==> config.mk <==
export PLATFORM = sky130hd
export DESIGN_NAME = muldiv_controller
export DESIGN_NICKNAME = d
export VERILOG_FILES = /design/src/rtl/muldiv_controller.sv
export SDC_FILE = /design/constraint.sdc
export NUM_CORES = 1
export LEC_CHECK = 0
export BUFFER_PORTS_ARGS = -buffer_cell sky130_fd_sc_hd__buf_2
export CAP_MARGIN = 10
export CORE_MARGIN = 10
export CORE_UTILIZATION = 40
export DETAILED_ROUTE_END_ITERATION = 10
export GPL_ROUTABILITY_DRIVEN = 0
export SLEW_MARGIN = 20
export SYNTH_ARGS = -nofsm -noshare
export SYNTH_HDL_FRONTEND = slang
export SYNTH_SLANG_ARGS = --single-unit
==> constraint.sdc <==
create_clock -name clk -period 7 [get_ports clk]
set_clock_uncertainty 0.05 [all_clocks]
set_input_delay 1.4 -clock clk [delete_from_list [all_inputs] [get_ports clk]]
set_output_delay 1.4 -clock clk [all_outputs]
set_load 0.03 [all_outputs]
==> src/rtl/muldiv_controller.sv <==
// ---------------------------------------------------------------------------
// muldiv_controller
//
// Iterative RV32M/RV64M multiply/divide unit that sits beside the EX-stage
// ALU. It decodes the ALU control fields itself, claims R-type ops with
// Funct7 = 0000001, then runs a radix-2 shift-add multiply or a restoring
// divide, one bit per cycle. The pipeline is stalled through busy until
// done pulses.
//
// Ports
//   clk        rising-edge clock
//   reset_n    asynchronous active-low reset
//   ALUOp      controller op class (2'b10 = R-type / I-type)
//   Funct7     instruction bits 31:25
//   Funct3     instruction bits 14:12 (selects MUL..REMU)
//   start      issue the decoded op this cycle (taken only when idle)
//   flush      abort the op in flight (ignored when idle)
//   operand_a  rs1 value
//   operand_b  rs2 value
//   is_muldiv  combinational decode: the current fields select an M op
//   busy       op in flight, from the cycle after accept to done inclusive
//   done       one-cycle pulse, result valid in the same cycle
//   result     final result, held until the next completed op
//
// Parameters
//   XLEN       operand width, 32 or 64
//   EARLY_OUT  1: divide-by-zero and signed overflow finish without iterating
// ---------------------------------------------------------------------------
module muldiv_controller #(
   parameter int XLEN      = 32,
   parameter int EARLY_OUT = 1
) (
   input  logic            clk,
   input  logic            reset_n,
   input  logic [1:0]      ALUOp,
   input  logic [6:0]      Funct7,
   input  logic [2:0]      Funct3,
   input  logic            start,
   input  logic            flush,
   input  logic [XLEN-1:0] operand_a,
   input  logic [XLEN-1:0] operand_b,
   output logic            is_muldiv,
   output logic            busy,
   output logic            done,
   output logic [XLEN-1:0] result
);

   localparam int CW = $clog2(XLEN + 1);

   localparam logic [CW-1:0]   CNT_LOAD = CW'(XLEN);
   localparam logic [CW-1:0]   CNT_ONE  = {{(CW-1){1'b0}}, 1'b1};
   localparam logic [CW-1:0]   CNT_ZERO = {CW{1'b0}};
   localparam logic [XLEN-1:0] ZERO     = {XLEN{1'b0}};
   localparam logic [XLEN-1:0] ALL_ONES = {XLEN{1'b1}};
   localparam logic [XLEN-1:0] MOST_NEG = {1'b1, {(XLEN-1){1'b0}}};

   localparam logic [2:0] OP_MUL    = 3'b000;
   localparam logic [2:0] OP_MULH   = 3'b001;
   localparam logic [2:0] OP_MULHSU = 3'b010;
   localparam logic [2:0] OP_MULHU  = 3'b011;
   localparam logic [2:0] OP_DIV    = 3'b100;
   localparam logic [2:0] OP_DIVU   = 3'b101;
   localparam logic [2:0] OP_REM    = 3'b110;
   localparam logic [2:0] OP_REMU   = 3'b111;

   typedef enum logic [1:0] {
      IDLE = 2'b00,
      CALC = 2'b01,
      FIN  = 2'b10
   } state_t;

   // rs1 is treated as signed for MULH, MULHSU, DIV and REM.
   function automatic logic op_signed_a(input logic [2:0] op);
      op_signed_a = (op == OP_MULH) || (op == OP_MULHSU) ||
                    (op == OP_DIV)  || (op == OP_REM);
   endfunction

   // rs2 is treated as signed for MULH, DIV and REM.
   function automatic logic op_signed_b(input logic [2:0] op);
      op_signed_b = (op == OP_MULH) || (op == OP_DIV) || (op == OP_REM);
   endfunction

   // Unsigned magnitude; the most-negative value maps to 2^(XLEN-1), which
   // still fits in XLEN unsigned bits.
   function automatic logic [XLEN-1:0] magnitude(input logic [XLEN-1:0] v,
                                                 input logic            neg);
      magnitude = neg ? -v : v;
   endfunction

   // Sign correction and result selection from the raw iteration state.
   // For multiply {hi,lo} is the unsigned product; for divide lo is the
   // quotient magnitude and hi the remainder magnitude.
   function automatic logic [XLEN-1:0] fin_value(
      input logic [2:0]      op,
      input logic            neg_a,
      input logic            neg_b,
      input logic            dz,
      input logic            ovf,
      input logic [XLEN-1:0] hi,
      input logic [XLEN-1:0] lo,
      input logic [XLEN-1:0] a_raw
   );
      logic [2*XLEN-1:0] prod;
      logic [XLEN-1:0]   quot;
      logic [XLEN-1:0]   rem;
      logic [XLEN-1:0]   res;
      prod = (neg_a ^ neg_b) ? -{hi, lo} : {hi, lo};
      quot = (neg_a ^ neg_b) ? -lo : lo;
      rem  = neg_a ? -hi : hi;
      case (op)
         OP_MUL:                       res = prod[XLEN-1:0];
         OP_MULH, OP_MULHSU, OP_MULHU: res = prod[2*XLEN-1:XLEN];
         OP_DIV, OP_DIVU:              res = dz ? ALL_ONES : (ovf ? MOST_NEG : quot);
         OP_REM, OP_REMU:              res = dz ? a_raw : (ovf ? ZERO : rem);
         default:                      res = ZERO;
      endcase
      fin_value = res;
   endfunction

   state_t            state_r;
   state_t            state_nx_s;
   logic [2:0]        op_r;
   logic              sign_a_r;
   logic              sign_b_r;
   logic              dz_r;
   logic              ovf_r;
   logic [XLEN-1:0]   a_raw_r;
   logic [XLEN-1:0]   b_mag_r;
   logic [XLEN-1:0]   hi_r;
   logic [XLEN-1:0]   lo_r;
   logic [CW-1:0]     cnt_r;
   logic [XLEN-1:0]   fin_res_r;
   logic [XLEN-1:0]   result_r;

   logic              accept_s;
   logic              last_iter_s;
   logic              sign_a_in_s;
   logic              sign_b_in_s;
   logic [XLEN-1:0]   a_mag_in_s;
   logic [XLEN-1:0]   b_mag_in_s;
   logic              dz_in_s;
   logic              ovf_in_s;
   logic              early_s;
   logic [XLEN:0]     mul_sum_s;
   logic [XLEN:0]     div_sh_s;
   logic [XLEN:0]     div_diff_s;
   logic [XLEN-1:0]   hi_nx_s;
   logic [XLEN-1:0]   lo_nx_s;

   assign is_muldiv   = (ALUOp == 2'b10) && (Funct7 == 7'b0000001);
   assign last_iter_s = (cnt_r == CNT_ONE);

   assign sign_a_in_s = op_signed_a(Funct3) & operand_a[XLEN-1];
   assign sign_b_in_s = op_signed_b(Funct3) & operand_b[XLEN-1];
   assign a_mag_in_s  = magnitude(operand_a, sign_a_in_s);
   assign b_mag_in_s  = magnitude(operand_b, sign_b_in_s);
   assign dz_in_s     = Funct3[2] && (operand_b == ZERO);
   assign ovf_in_s    = ((Funct3 == OP_DIV) || (Funct3 == OP_REM)) &&
                        (operand_a == MOST_NEG) && (operand_b == ALL_ONES);
   assign early_s     = (EARLY_OUT != 32'sd0) && (dz_in_s || ovf_in_s);

   // State register.
   always_ff @(posedge clk or negedge reset_n) begin
      if (!reset_n) begin
         state_r <= IDLE;
      end else begin
         state_r <= state_nx_s;
      end
   end

   // Next-state decode plus busy/done; done is masked by flush so a flush in
   // the final cycle suppresses completion.
   always_comb begin
      state_nx_s = state_r;
      accept_s   = 1'b0;
      busy       = 1'b0;
      done       = 1'b0;
      case (state_r)
         IDLE: begin
            if (start && is_muldiv) begin
               accept_s = 1'b1;
               if (early_s) begin
                  state_nx_s = FIN;
               end else begin
                  state_nx_s = CALC;
               end
            end else begin
               state_nx_s = IDLE;
            end
         end
         CALC: begin
            busy = 1'b1;
            if (flush) begin
               state_nx_s = IDLE;
            end else if (last_iter_s) begin
               state_nx_s = FIN;
            end else begin
               state_nx_s = CALC;
            end
         end
         FIN: begin
            busy       = 1'b1;
            done       = ~flush;
            state_nx_s = IDLE;
         end
         default: begin
            state_nx_s = IDLE;
         end
      endcase
   end

   // One iteration: shift-add for multiply, shift/trial-subtract for divide.
   always_comb begin
      mul_sum_s  = {1'b0, hi_r} + {1'b0, b_mag_r};
      div_sh_s   = {hi_r, lo_r[XLEN-1]};
      div_diff_s = div_sh_s - {1'b0, b_mag_r};
      hi_nx_s    = hi_r;
      lo_nx_s    = lo_r;
      if (op_r[2]) begin
         // Bit XLEN of the difference is set when the trial subtract underflows.
         if (!div_diff_s[XLEN]) begin
            {hi_nx_s, lo_nx_s} = {div_diff_s[XLEN-1:0], lo_r[XLEN-2:0], 1'b1};
         end else begin
            {hi_nx_s, lo_nx_s} = {div_sh_s[XLEN-1:0], lo_r[XLEN-2:0], 1'b0};
         end
      end else begin
         if (lo_r[0]) begin
            {hi_nx_s, lo_nx_s} = {mul_sum_s, lo_r[XLEN-1:1]};
         end else begin
            {hi_nx_s, lo_nx_s} = {1'b0, hi_r, lo_r[XLEN-1:1]};
         end
      end
   end

   // Operand latch, iteration state, final-value staging and result hold.
   always_ff @(posedge clk or negedge reset_n) begin
      if (!reset_n) begin
         op_r      <= 3'b000;
         sign_a_r  <= 1'b0;
         sign_b_r  <= 1'b0;
         dz_r      <= 1'b0;
         ovf_r     <= 1'b0;
         a_raw_r   <= ZERO;
         b_mag_r   <= ZERO;
         hi_r      <= ZERO;
         lo_r      <= ZERO;
         cnt_r     <= CNT_ZERO;
         fin_res_r <= ZERO;
         result_r  <= ZERO;
      end else if (accept_s) begin
         // Multiplier and dividend both start in lo; hi accumulates.
         op_r     <= Funct3;
         sign_a_r <= sign_a_in_s;
         sign_b_r <= sign_b_in_s;
         dz_r     <= dz_in_s;
         ovf_r    <= ovf_in_s;
         a_raw_r  <= operand_a;
         b_mag_r  <= b_mag_in_s;
         hi_r     <= ZERO;
         lo_r     <= a_mag_in_s;
         cnt_r    <= CNT_LOAD;
         if (early_s) begin
            fin_res_r <= fin_value(Funct3, sign_a_in_s, sign_b_in_s, dz_in_s,
                                   ovf_in_s, ZERO, ZERO, operand_a);
         end
      end else if ((state_r == CALC) && !flush) begin
         hi_r  <= hi_nx_s;
         lo_r  <= lo_nx_s;
         cnt_r <= cnt_r - CNT_ONE;
         if (last_iter_s) begin
            fin_res_r <= fin_value(op_r, sign_a_r, sign_b_r, dz_r, ovf_r,
                                   hi_nx_s, lo_nx_s, a_raw_r);
         end
      end else if ((state_r == FIN) && !flush) begin
         result_r <= fin_res_r;
      end
   end

   // The new value is visible in the done cycle; otherwise the held result.
   always_comb begin
      if (done) begin
         result = fin_res_r;
      end else begin
         result = result_r;
      end
   end

endmodule

; ---- Word level (Yosys, flattened, before mapping)
; Cells that the tools add are included.
[classes]
mux = 40
n_addsub = 8
n_reduce_logical = 30
n_bitwise = 6
n_eq_ne = 22
[ops]
columns = cell, count
row1 = 2-to-1 mux 32 bit, 25
row2 = negation 32 bit, 4
row3 = case mux 32 bit (4 select lines), 1
row4 = case mux 32 bit (3 select lines), 1
row5 = == test 32 bit (second input constant), 2
row6 = 2-to-1 mux 64 bit, 1
row7 = negation 64 bit, 1
row8 = adder 32 x 32 -> 33 bit, 1
row9 = subtractor 33 x 32 -> 33 bit, 1
row10 = zero test 32 bit, 1
row11 = == test 3 bit (second input constant), 8
row12 = == test 3 x 2 -> 1 bit (second input constant), 4
row13 = 2-to-1 mux 6 bit, 2
row14 = OR reduction 2 bit, 5
row15 = 2-to-1 mux 2 bit, 4
row16 = == test 7 x 1 -> 1 bit (second input constant), 1
row17 = logical AND 1 bit, 7
row18 = logical OR 1 bit, 7
row19 = == test 3 x 1 -> 1 bit (second input constant), 2
row20 = == test 6 x 1 -> 1 bit (second input constant), 1
row21 = zero test 3 bit, 2
row22 = AND reduction 3 bit, 2
row23 = subtractor 6 x 1 -> 6 bit (second input constant), 1
row24 = 2-to-1 mux 1 bit, 5
row25 = other kinds (12), 17
[word_totals]
output_inout_bits = 35
reg_bits = 207
input_bits = 80

; ---- Depth between registers and ports, before layout
[logic_depth]
depth_word = 11
mapped_depth = 26
depth_no_buf = 24

; ---- Worst setup path before layout
; No wires, ideal clock.
[synth_timing]
path_type = reg2reg
from = register hi_r[14]
to = register fin_res_r[26]
arrival_ns = 5.427
path_stages_with_launch = 25
t_required_ns = 6.856
setup_slack_ns = 1.429
cell_sequence = dfrtp_1 -> ha_1 -> buf_4 -> nand2_2 -> or3_1 -> a2111o_1 -> or4_1 -> buf_4 -> a21oi_4 -> buf_2 -> nor3_1 -> a21oi_1 -> ha_1 -> o221ai_1 -> nor2_1 -> and3b_1 -> and3b_1 -> nor2b_1 -> nand4_1 -> o21ai_1 -> nand4_1 -> o31ai_1 -> xnor2_1 -> a221oi_1 -> a211oi_1
[synth_via]
elab_chain_cells = 11
word_cells_on_any_way = 21
[synth_lines]
columns = item, line_no
row1 = from (decl), 129  ; logic [XLEN-1:0] hi_r;
row2 = from (signal assigned), 267  ; hi_r <= hi_nx_s;
row3 = subtractor 33 x 32 -> 33 bit / adder 32 x 32 -> 33 bit (equally long branches), "216, 214"
row4 = 2-to-1 mux 32 bit (tied with other cells), 221  ; if (!div_diff_s[XLEN]) begin
row5 = 2-to-1 mux 32 bit, 219  ; if (op_r[2]) begin
row6 = negation 32 bit (on tied branches), "109, 108"
row7 = 2-to-1 mux 32 bit (on tied branches), "109, 108"
row8 = 2-to-1 mux 32 bit (on tied branches) (2 in a row), "114, 113"
row9 = case mux 32 bit (4 select lines) *, 110  ; case (op)
row10 = 2-to-1 mux 32 bit *, 270  ; if (last_iter_s) begin
row11 = 2-to-1 mux 32 bit *, 266  ; end else if ((state_r == CALC) && !flush) begin
row12 = 2-to-1 mux 32 bit *, 250  ; end else if (accept_s) begin
row13 = to (signal assigned), 263  ; fin_res_r <= fin_value(Funct3, sign_a_in_s, sign_b_in_s, dz_in_s,
row14 = to (signal assigned), 271  ; fin_res_r <= fin_value(op_r, sign_a_r, sign_b_r, dz_r, ovf_r,
row15 = to (decl), 132  ; logic [XLEN-1:0] fin_res_r;
; Mark *: on every way between the ends. The rest lies on a longest branch, timed or not. The select of a mux whose other input is x is not followed.
; A chain may end at the register's enable or synchronous reset.

; ---- Worst setup path after layout
[layout_timing]
from = register hi_r[14]
to = register fin_res_r[25]
; The elaborated chain is that of the path after synthesis.

==> impl_results.md <==
- WL final: 83500 um
- Max FO, Critical Path: 10
- Final #Nets: 2794
- Most frequent cell after synthesis: nand2_1
- Num Clock Sinks: 207
- Final Instance Area: 21800 um^2
- Final setup violation count: 0
- Max IR drop VDD: 0.185 mV
- RSZ-0062 raised after global routing: false
- Drt initial violations: 2697
- Syn avg cell area: 7.56 um^2
- Input/output buffers: 114
- Fin cells: 3322
- Router iterations before antenna repair: 7
- CTS tree: yes
- Hold_sp: a_raw_r[31]
- Worst Setup SP: hi_r[14]
- Post-route ant nets: 0
- Seq/Total Area, Yosys: 0.263
- Least-Margin Pin Slew: 1240 ps
- GRT Total Usage: 0.273
- Io pins: 115
- RR Startpoint: hi_r[14]
- Clock tree buffer depth: 3
- Area of the multi-input gates: 13700 um^2
- Seq. cell area: 5180 um^2
- Yosys top cell by area: dfrtp_1
- Post-CTS Hold Buffers: 0
- Initial Utilization: 0.403
- Ys async rst share: 1.00
- Area Overhead vs Synth: 10.9%
- Post-synthesis instance total: 2607
- Post-CTS sizing: 0
- CORE AREA: 48800 um^2
- Top cells by count, synth: 395 x nand2_1, 237 x a21oi_1, 216 x o21ai_0, 207 x dfrtp_1, 174 x nor2_1
- Yosys top cell area share: 0.263
- Synth area leaders: dfrtp_1 26%, nand2_1 7.5%, a21oi_1 6.0%
- Die width: 242 um
- Vias: 21600
- Critical path class: flip-flop to flip-flop
- Critical Path RT: 7420 ps
- Hold crit path type: flip-flop to flip-flop
- Critical Path AT: 7050 ps
- Die Ht: 242 um
- Critical Path Sink Type: flip-flop
- First-pass GRT wire length: 127000 um
- Synthesized net count: 2762
- Dpl cells: 3274
- Final hold slack: 428 ps
- Yosys warns: 0
- DP Area: 21000 um^2
- Status: completed
- Tcrit/Tclk final: 0.946
- #FFs+latches synth: 207
- Crit path launch type: flip-flop
- H-tree levels: 1
- TritonCTS Buffers: 26
- Leakage: 0.00963 uW
- Fillers: 4995
- Vias/cell: 6.49
- Largest net degree at the start of global routing: 184
- Core Rows: 81
- Post-DP HPWL: 62200 um
- Fraction of layout instances using a drive strength above 1: 0.119
- Initial antenna violation count: 5
- Mapped cell area: 19700 um^2
- Setup TNS: 0 ps
- Fin. Hold Viols: 0
- Ant diodes: 0
- Slew margin rel.: 0.164
- Root buf cell: clkbuf_16
- Post-synth EDFFs: 0
- Postcts setup bufs: 0
- Tot Pwr: 3930 uW
- WL per Instance: 25.1 um
- Top FF cell, synth: dfrtp_1
- Die ar.: 58500 um^2
- Max-cap violations: 0
- Vias in the first global route: 20100
- Remaining Overflow, GRT: 0
- Slew Viols, Final: 0
- Peak Freq: 151 MHz
- Min Tclk post-route: 6620 ps
- Post-synth cell types: 93
- Post-route DRC: 0
- Pwr per Cell Area: 180 nW/um^2
- CTS clk-pin slew, worst paths: 70 ps
- Worst-Skew Late Latency: 590 ps
[cell usage in the layout, fill, tap and decap left out, drive strengths merged, types with 30 or more instances in the layout]
cell type  count
dfrtp        207
xor2          68
o21ai        225
inv           81
nand2        396
o211ai        60
nor2         175
mux2i         50
ha            73
nor4          31
nand4         37
mux2          71
clkbuf        36
o31ai         31
buf          166
a21o          31
a31oi         50
or3           30
nand3         61
xnor2        113
a21oi        238
nor3          66
[cell type report]
cell class,count,share of cell area
clock inverters,11,0.00429
well taps,664,0.0380
inverters,82,0.0141
multi-input cells,2156,0.625
repair buffers,166,0.0467
flip-flops and latches,207,0.237
clock buffers,36,0.0342
[critical path, stage by stage (launching register included)]
cell       delay (ps)
dfrtp_1           460
ha_1              500
nand2_2           100
or3_1             410
a2111o_1          490
or4_1             650
a211oi_1          600
o311ai_1          260
buf_4             210
nor2_1            550
nand3_1           340
nor2_1            390
nand4_1           170
mux2i_1           170
a2111oi_0         880
buf_4             230
a21oi_1            40
[cell families after synthesis]
logic type	share of synthesized area
AOI/OAI and AO/OA	0.275
xor gates and xnor gates	0.0804
DFF	0.263
muxes	0.0660
adders and majority gates	0.0484
and+or+nand+nor	0.220
buffers and inverters	0.0474
[where the power goes]
group | switching [uW] | internal, uW
Sequential | 52.0 | 1230
Combinational | 825 | 440
Clock | 604 | 780
Total | 1480 | 2450
[worst paths after layout]
check,endpoint,slack [ps],depth (start not counted)
max reg2reg,fin_res_r[25],380,16
min reg2reg,a_raw_r[31],430,2
max in group asynchronous,op_r[2],4900,2
min,a_raw_r[31],430,2
max,fin_res_r[25],380,16
min in group asynchronous,result_r[16],790,1
[metrics by stage]
| step | setup WS, ps | util |
|---|---|---|
| 3_3_place_gp | 905 | 0.430 |
| 4_1_cts | 777 | 0.447 |
| 2_1_floorplan | 1430 | - |
| 5_1_grt | 278 | 0.447 |
| 6_report | 378 | 0.447 |
| 3_5_place_dp | 798 | 0.430 |
[metal layers]
metal | share of wire | wire, um | global-route usage | up-vias
li1 | - | - | - | 9607
met1 | 0.41 | 34200 | 0.371 | 10300
met2 | 0.42 | 35400 | 0.407 | 1365
met3 | 0.12 | 10100 | 0.0662 | 242
met4 | 0.045 | 3760 | 0.110 | 6
met5 | 0.00041 | 34 | 0 | -
[registers in the layout (all words and copies together), names as in the netlist]
signal,cells
dz_r,1
hi_r,32
fin_res_r,32
state_r,2
a_raw_r,32
result_r,32
cnt_r,6
op_r,3
ovf_r,1
sign_a_r,1
sign_b_r,1
b_mag_r,32
lo_r,32
Note: power is estimated with default switching activity, not from simulation.
